$ cat src/rtl/mem_interface_pkg.sv
// Shared definitions for the memory interface slice.
// Contents:
//   state_t   - FSM state encoding (IDLE / ACCESS / DONE)
//   RW_READ   - value of RW that requests a read
//   RW_WRITE  - value of RW that requests a write
//   WAIT_W    - width of the wait-state counter
package mem_interface_pkg;

    typedef enum logic [1:0] {
        ST_IDLE   = 2'd0,
        ST_ACCESS = 2'd1,
        ST_DONE   = 2'd2
    } state_t;

    localparam logic RW_READ  = 1'b1;
    localparam logic RW_WRITE = 1'b0;

    localparam int WAIT_W = 4;

endpackage

$ cat src/rtl/mem_interface_mem_array.sv
// mem_array: single-port RAM with a clocked write port and a combinational
// read port. The owning FSM registers the read data on the access edge, so
// the read path is still fully synchronous at the block boundary.
// Contents are intentionally not reset.
// Ports:
//   clk      in  1           rising-edge clock
//   i_we     in  1           write enable
//   i_addr   in  DEPTH_LOG2  word address
//   i_wdata  in  DATA_W      write data
//   o_rdata  out DATA_W      data at i_addr
module mem_array #(
    parameter int DATA_W     = 16,
    parameter int DEPTH_LOG2 = 8
) (
    input  logic                  clk,
    input  logic                  i_we,
    input  logic [DEPTH_LOG2-1:0] i_addr,
    input  logic [DATA_W-1:0]     i_wdata,
    output logic [DATA_W-1:0]     o_rdata
);

    logic [DATA_W-1:0] r_mem [0:(2**DEPTH_LOG2)-1];

    // Storage write port
    always_ff @(posedge clk) begin
        if (i_we) begin
            r_mem[i_addr] <= i_wdata;
        end else begin
            r_mem[i_addr] <= r_mem[i_addr];
        end
    end

    assign o_rdata = r_mem[i_addr];

endmodule

$ cat src/rtl/mem_interface.sv
// mem_interface: memory-side partner of the microcontroller core.
// Captures a request (Enable/RW/Address/DataIn), waits WAIT_STATES cycles,
// performs the RAM access, then holds MFC high until Enable is released
// (four-phase handshake).
// Ports:
//   clk        in  1       rising-edge clock
//   reset      in  1       asynchronous active-low reset
//   Enable     in  1       request level, held until MFC is seen
//   RW         in  1       1 = read, 0 = write
//   Address    in  ADDR_W  word address
//   DataIn     in  DATA_W  write data
//   DataToMDR  out DATA_W  registered read data
//   MFC        out 1       memory function complete
//   addr_err   out 1       out-of-range request, valid with MFC
//   busy       out 1       FSM not in IDLE
module mem_interface
    import mem_interface_pkg::*;
#(
    parameter int DATA_W      = 16,
    parameter int ADDR_W      = 16,
    parameter int DEPTH_LOG2  = 8,
    parameter int WAIT_STATES = 2
) (
    input  logic              clk,
    input  logic              reset,
    input  logic              Enable,
    input  logic              RW,
    input  logic [ADDR_W-1:0] Address,
    input  logic [DATA_W-1:0] DataIn,
    output logic [DATA_W-1:0] DataToMDR,
    output logic              MFC,
    output logic              addr_err,
    output logic              busy
);

    if ((WAIT_STATES < 0) || (WAIT_STATES > 15)) begin : g_bad_wait_states
        $error("mem_interface: WAIT_STATES must be in 0..15");
    end

    localparam logic [WAIT_W-1:0] LP_WAIT = WAIT_W'(WAIT_STATES);

    state_t              r_state;
    logic [WAIT_W-1:0]   r_cnt;
    logic                r_rw;
    logic [ADDR_W-1:0]   r_addr;
    logic [DATA_W-1:0]   r_wdata;
    logic [DATA_W-1:0]   r_data;
    logic                r_mfc;
    logic                r_err;
    logic                r_busy;

    logic                w_in_range;
    logic                w_access;
    logic                w_ram_we;
    logic [DATA_W-1:0]   w_ram_rdata;

    // Address decode and the single-cycle access strobe
    always_comb begin
        w_in_range = (r_addr[ADDR_W-1:DEPTH_LOG2] == '0);
        w_access   = (r_state == ST_ACCESS) && (r_cnt == '0);
        if (w_access && (r_rw == RW_WRITE) && w_in_range) begin
            w_ram_we = 1'b1;
        end else begin
            w_ram_we = 1'b0;
        end
    end

    mem_array #(
        .DATA_W     (DATA_W),
        .DEPTH_LOG2 (DEPTH_LOG2)
    ) u_mem_array (
        .clk     (clk),
        .i_we    (w_ram_we),
        .i_addr  (r_addr[DEPTH_LOG2-1:0]),
        .i_wdata (r_wdata),
        .o_rdata (w_ram_rdata)
    );

    // Request FSM: capture, wait-state countdown, access, handshake
    always_ff @(posedge clk or negedge reset) begin
        if (!reset) begin
            r_state <= ST_IDLE;
            r_cnt   <= '0;
            r_rw    <= RW_READ;
            r_addr  <= '0;
            r_wdata <= '0;
            r_data  <= '0;
            r_mfc   <= 1'b0;
            r_err   <= 1'b0;
            r_busy  <= 1'b0;
        end else begin
            case (r_state)
                ST_IDLE: begin
                    if (Enable) begin
                        r_rw    <= RW;
                        r_addr  <= Address;
                        r_wdata <= DataIn;
                        r_cnt   <= LP_WAIT;
                        r_busy  <= 1'b1;
                        r_state <= ST_ACCESS;
                    end
                end
                ST_ACCESS: begin
                    if (r_cnt != '0) begin
                        r_cnt <= r_cnt - {{(WAIT_W-1){1'b0}}, 1'b1};
                    end else begin
                        // Out-of-range reads return zero; writes are gated by w_ram_we
                        if (r_rw == RW_READ) begin
                            r_data <= w_in_range ? w_ram_rdata : '0;
                        end
                        r_mfc   <= 1'b1;
                        r_err   <= ~w_in_range;
                        r_state <= ST_DONE;
                    end
                end
                ST_DONE: begin
                    // Stay complete until the requester drops Enable
                    if (!Enable) begin
                        r_mfc   <= 1'b0;
                        r_err   <= 1'b0;
                        r_busy  <= 1'b0;
                        r_state <= ST_IDLE;
                    end
                end
                default: begin
                    r_mfc   <= 1'b0;
                    r_err   <= 1'b0;
                    r_busy  <= 1'b0;
                    r_cnt   <= '0;
                    r_state <= ST_IDLE;
                end
            endcase
        end
    end

    assign DataToMDR = r_data;
    assign MFC       = r_mfc;
    assign addr_err  = r_err;
    assign busy      = r_busy;

endmodule

$ cat config.mk
export PLATFORM = sky130hd
export DESIGN_NAME = mem_interface
export DESIGN_NICKNAME = d
export VERILOG_FILES = /design/src/rtl/mem_interface_pkg.sv /design/src/rtl/mem_interface_mem_array.sv /design/src/rtl/mem_interface.sv
export SDC_FILE = /design/constraint.sdc
export NUM_CORES = 2
export LEC_CHECK = 0
export ABC_CLOCK_PERIOD_IN_PS = 11800
export CORE_ASPECT_RATIO = 1.75
export CORE_MARGIN = 5
export CORE_UTILIZATION = 35
export DETAILED_ROUTE_END_ITERATION = 7
export PLACE_DENSITY_LB_ADDON = 0.3
export SYNTH_ARGS = -nofsm -noshare
export SYNTH_HDL_FRONTEND = slang
export SYNTH_SLANG_ARGS = --single-unit
export TNS_END_PERCENT = 5
$ cat constraint.sdc
create_clock -name clk -period 11.8 [get_ports clk]
set_input_delay 1.18 -clock clk [delete_from_list [all_inputs] [get_ports clk]]
set_output_delay 1.18 -clock clk [all_outputs]
set_load 0.02 [all_outputs]
==> impl_metrics.py <==
metrics = {
    "outcome": {
        "status": "completed",
    },
    "synth": {
        "postSynthCellCount": 7728,
        "syn_area_sq_mm": 0.160,
        "synthFlopType": "edfxtp_1",
        "synth_area_per_cell_sq_um": 20.7,
        "yosysSeqAreaShare_pct": 77.9,
        "yosysUniqueCellTypes": 51,
        "synthesis.nets": 7765,
        "synth-edff-count": 4096,
        "synthArstFlopShare_pct": 1.40,
        "synth-warning-count": 0,
        "synth-seq-cells": 4154,
    },
    "clock_tree": {
        "clock-root-buffer": "clkbuf_16",
        "clk_pin_slew_ps": 70,
        "numCtsBuffers": 347,
        "cts_hold_buf": 0,
        "post_cts_buffers": 0,
        "clock-sinks": 4154,
        "cts_buffer_depth": 4,
        "cts_resized": 0,
        "cts_htree_levels": 5,
        "cts_tree": "built",
        "worst_skew_pair.late_latency_ps": 960,
    },
    "route": {
        "routedWlPerCell_microns": 32.3,
        "drcViolationCount": 0,
        "vias": 79600,
        "drtAntennaViolNets": 0,
        "routed_wl_mm": 463,
        "via_per_inst": 5.56,
        "first_pass_iters": 5,
        "drt-initial-drc-count": 7897,
    },
    "setup_path": {
        "crit_fanout": 65,
        "end_kind": "register",
        "cpMostUsedCell": "buf_4",
        "path_buf_inv": 5,
        "crit_slowest_cell": "a21oi_1",
        "critPathKind": "reg -> reg",
        "max_stage_delay_ps": 790,
        "cp_top_family": "compound AO/OA/AOI/OAI gates",
        "crit_path_start_kind": "register",
        "cp.required_ps": 12370,
        "crit_chain": "buf_12, buf_4, mux4_2, a22o_1, a221oi_1, buf_4, a31oi_1, a21oi_1, a41o_1, o21ai_4, buf_4, buf_4",
        "arrival_ps": 7580,
    },
    "placement": {
        "port_buffers": 54,
        "place_ws_ps": 4720,
        "dp.final_hpwl_mm": 279,
        "gp_congestion": 0.859,
    },
    "timing": {
        "finalCritPeriodShare_pct": 59.4,
        "slew_headroom_pct": 6.95,
        "fin_skew_ps": 54.2,
        "whs_ps": 104,
        "max_freq_ghz": 0.143,
        "finalHoldViolCount": 0,
        "rsz0062_at_grt": "no",
        "fin_setup_tns_ps": 0,
        "period_minus_slack_ps": 7010,
        "setup_violations": 0,
        "fin_ws_ps": 4790,
        "maxSlewViolCount": 0,
        "worst-slew-pin-transition_ps": 1390,
    },
    "grt": {
        "grt_max_degree": 169,
        "first_global_vias": 82300,
        "grt_pass1_wl_mm": 646,
        "gr-total-overflow": 0,
        "grtUsageTotal_pct": 19.2,
        "antenna_found_initial": 19,
    },
    "final_layout": {
        "final_util_pct": 39.7,
        "final_layout_size_suffix_gt1_share_pct": 21.0,
        "mostFrequentLayoutCell": "edfxtp_1",
        "multiInputGateArea_sq_mm": 0.0336,
        "layout_common_cells": "edfxtp_1, mux2i_1, mux4_2",
        "syn_to_final_growth_pct": 13.3,
        "fillers": 40200,
        "seq_area_sq_mm": 0.124,
        "final_nets": 8138,
    },
    "min_path": {
        "hold_class": "in -> async",
    },
    "die": {
        "top_level_ports": 55,
        "core_area_sq_mm": 0.456,
        "rows": 328,
        "die_w_microns": 521,
        "initial_core_util_pct": 35.1,
        "die_area_sq_mm": 0.471,
        "die_height_microns": 904,
    },
    "pwr": {
        "leakagePower_uw": 0.0571,
        "vdd_ir_drop_max_uv": 633,
        "power.total_uw": 56500,
        "power-per-cell-area_mw_per_mm2": 312,
    },
    "flow_run": {
        "cap_violations": 0,
    },
}
-- routing by layer --
layer / share of wire (%) / GRT usage [%] / routed length [microns]
met1: 35 / 21.9 / 163000
met2: 54 / 35.1 / 248000
met3: 5.0 / 2.11 / 23200
met4: 6.3 / 10.5 / 29000
met5: 0.0086 / 0 / 40
-- worst register-to-register path, delay by kind of cell (launching register included) --
family / cells / cell delay (ps)
buf+inv: 5 / 2690
compound gates: 6 / 2560
flops: 1 / 700
mux: 1 / 630
-- power breakdown --
group / switching, uW / internal (uW)
clock network: 5280 / 6410
registers: 269 / 24400
logic: 15200 / 4930
-- final timing paths --
check | startpoint | endpoint | slack (ps) | cells after the start
setup / recovery | r_addr[0]$_DFFE_PN0P_ | u_mem_array.r_mem[166][0]$_DFFE_PP_ | 4790 | 12
hold / removal | reset | busy$_DFFE_PN0P_ | 100 | 1
setup reg to reg | r_addr[0]$_DFFE_PN0P_ | u_mem_array.r_mem[166][0]$_DFFE_PP_ | 4790 | 12
hold reg to reg | r_wdata[12]$_DFFE_PN0P_ | r_wdata[12]$_DFFE_PN0P_ | 510 | 1
max in group asynchronous | reset | r_addr[1]$_DFFE_PN0P_ | 10300 | 2
min in group clk | r_wdata[12]$_DFFE_PN0P_ | r_wdata[12]$_DFFE_PN0P_ | 510 | 1
-- synth_stat cells (39+ instances only) --
| cell type | n | area share [%] |
|---|---|---|
| a31oi_1 | 50 | 0.20 |
| edfxtp_1 | 4096 | 77 |
| nor2_1 | 265 | 0.62 |
| nand3_1 | 310 | 0.97 |
| mux2i_1 | 798 | 5.0 |
| o21ai_0 | 39 | 0.12 |
| nand2_1 | 117 | 0.27 |
| buf_2 | 207 | 0.65 |
| mux4_2 | 673 | 9.5 |
| a22o_1 | 79 | 0.43 |
| dfrtp_1 | 57 | 0.89 |
| clkbuf_1 | 201 | 0.47 |
| a22oi_1 | 398 | 1.9 |
-- registers in the layout, summed over array words and instances (netlist names) --
register	flops
u_mem_array.r_mem	4096
DataToMDR	16
r_addr	16
r_wdata	16
r_cnt	4
r_state	2
MFC	1
addr_err	1
busy	1
r_rw	1
-- metrics by stage --
stage               cells  cell area (sq um)
floorplan            7728             160000
global placement    13700             170000
detailed placement  13700             170000
CTS                 14300             181000
global route        14300             181000
finish              14300             181000
-- cells by family (layout without fill, tap and decap cells) --
group,after synthesis,count (layout),share of synthesized area [%]
DFF,4154,4154,77.9
muxes,1503,1503,14.7
and+or+nand+nor,816,816,2.39
AOI/OAI and AO/OA,767,767,3.58
buffers and inverters,485,1130,1.43
adders and majority gates,2,2,0.0141
xor gates and xnor gates,1,1,0.00548
other,0,14,0
-- layout make-up --
class | count | share of cell area (%)
Antenna cell | 14 | 0.0194
Clock inverter | 189 | 1.10
Multi-Input combinational cell | 3089 | 18.6
Timing Repair Buffer | 504 | 2.35
Clock buffer | 432 | 5.10
Sequential cell | 4154 | 68.8
Inverter | 5 | 0.0104
Tap cell | 5940 | 4.11
Note: power is estimated with default switching activity, not from simulation.
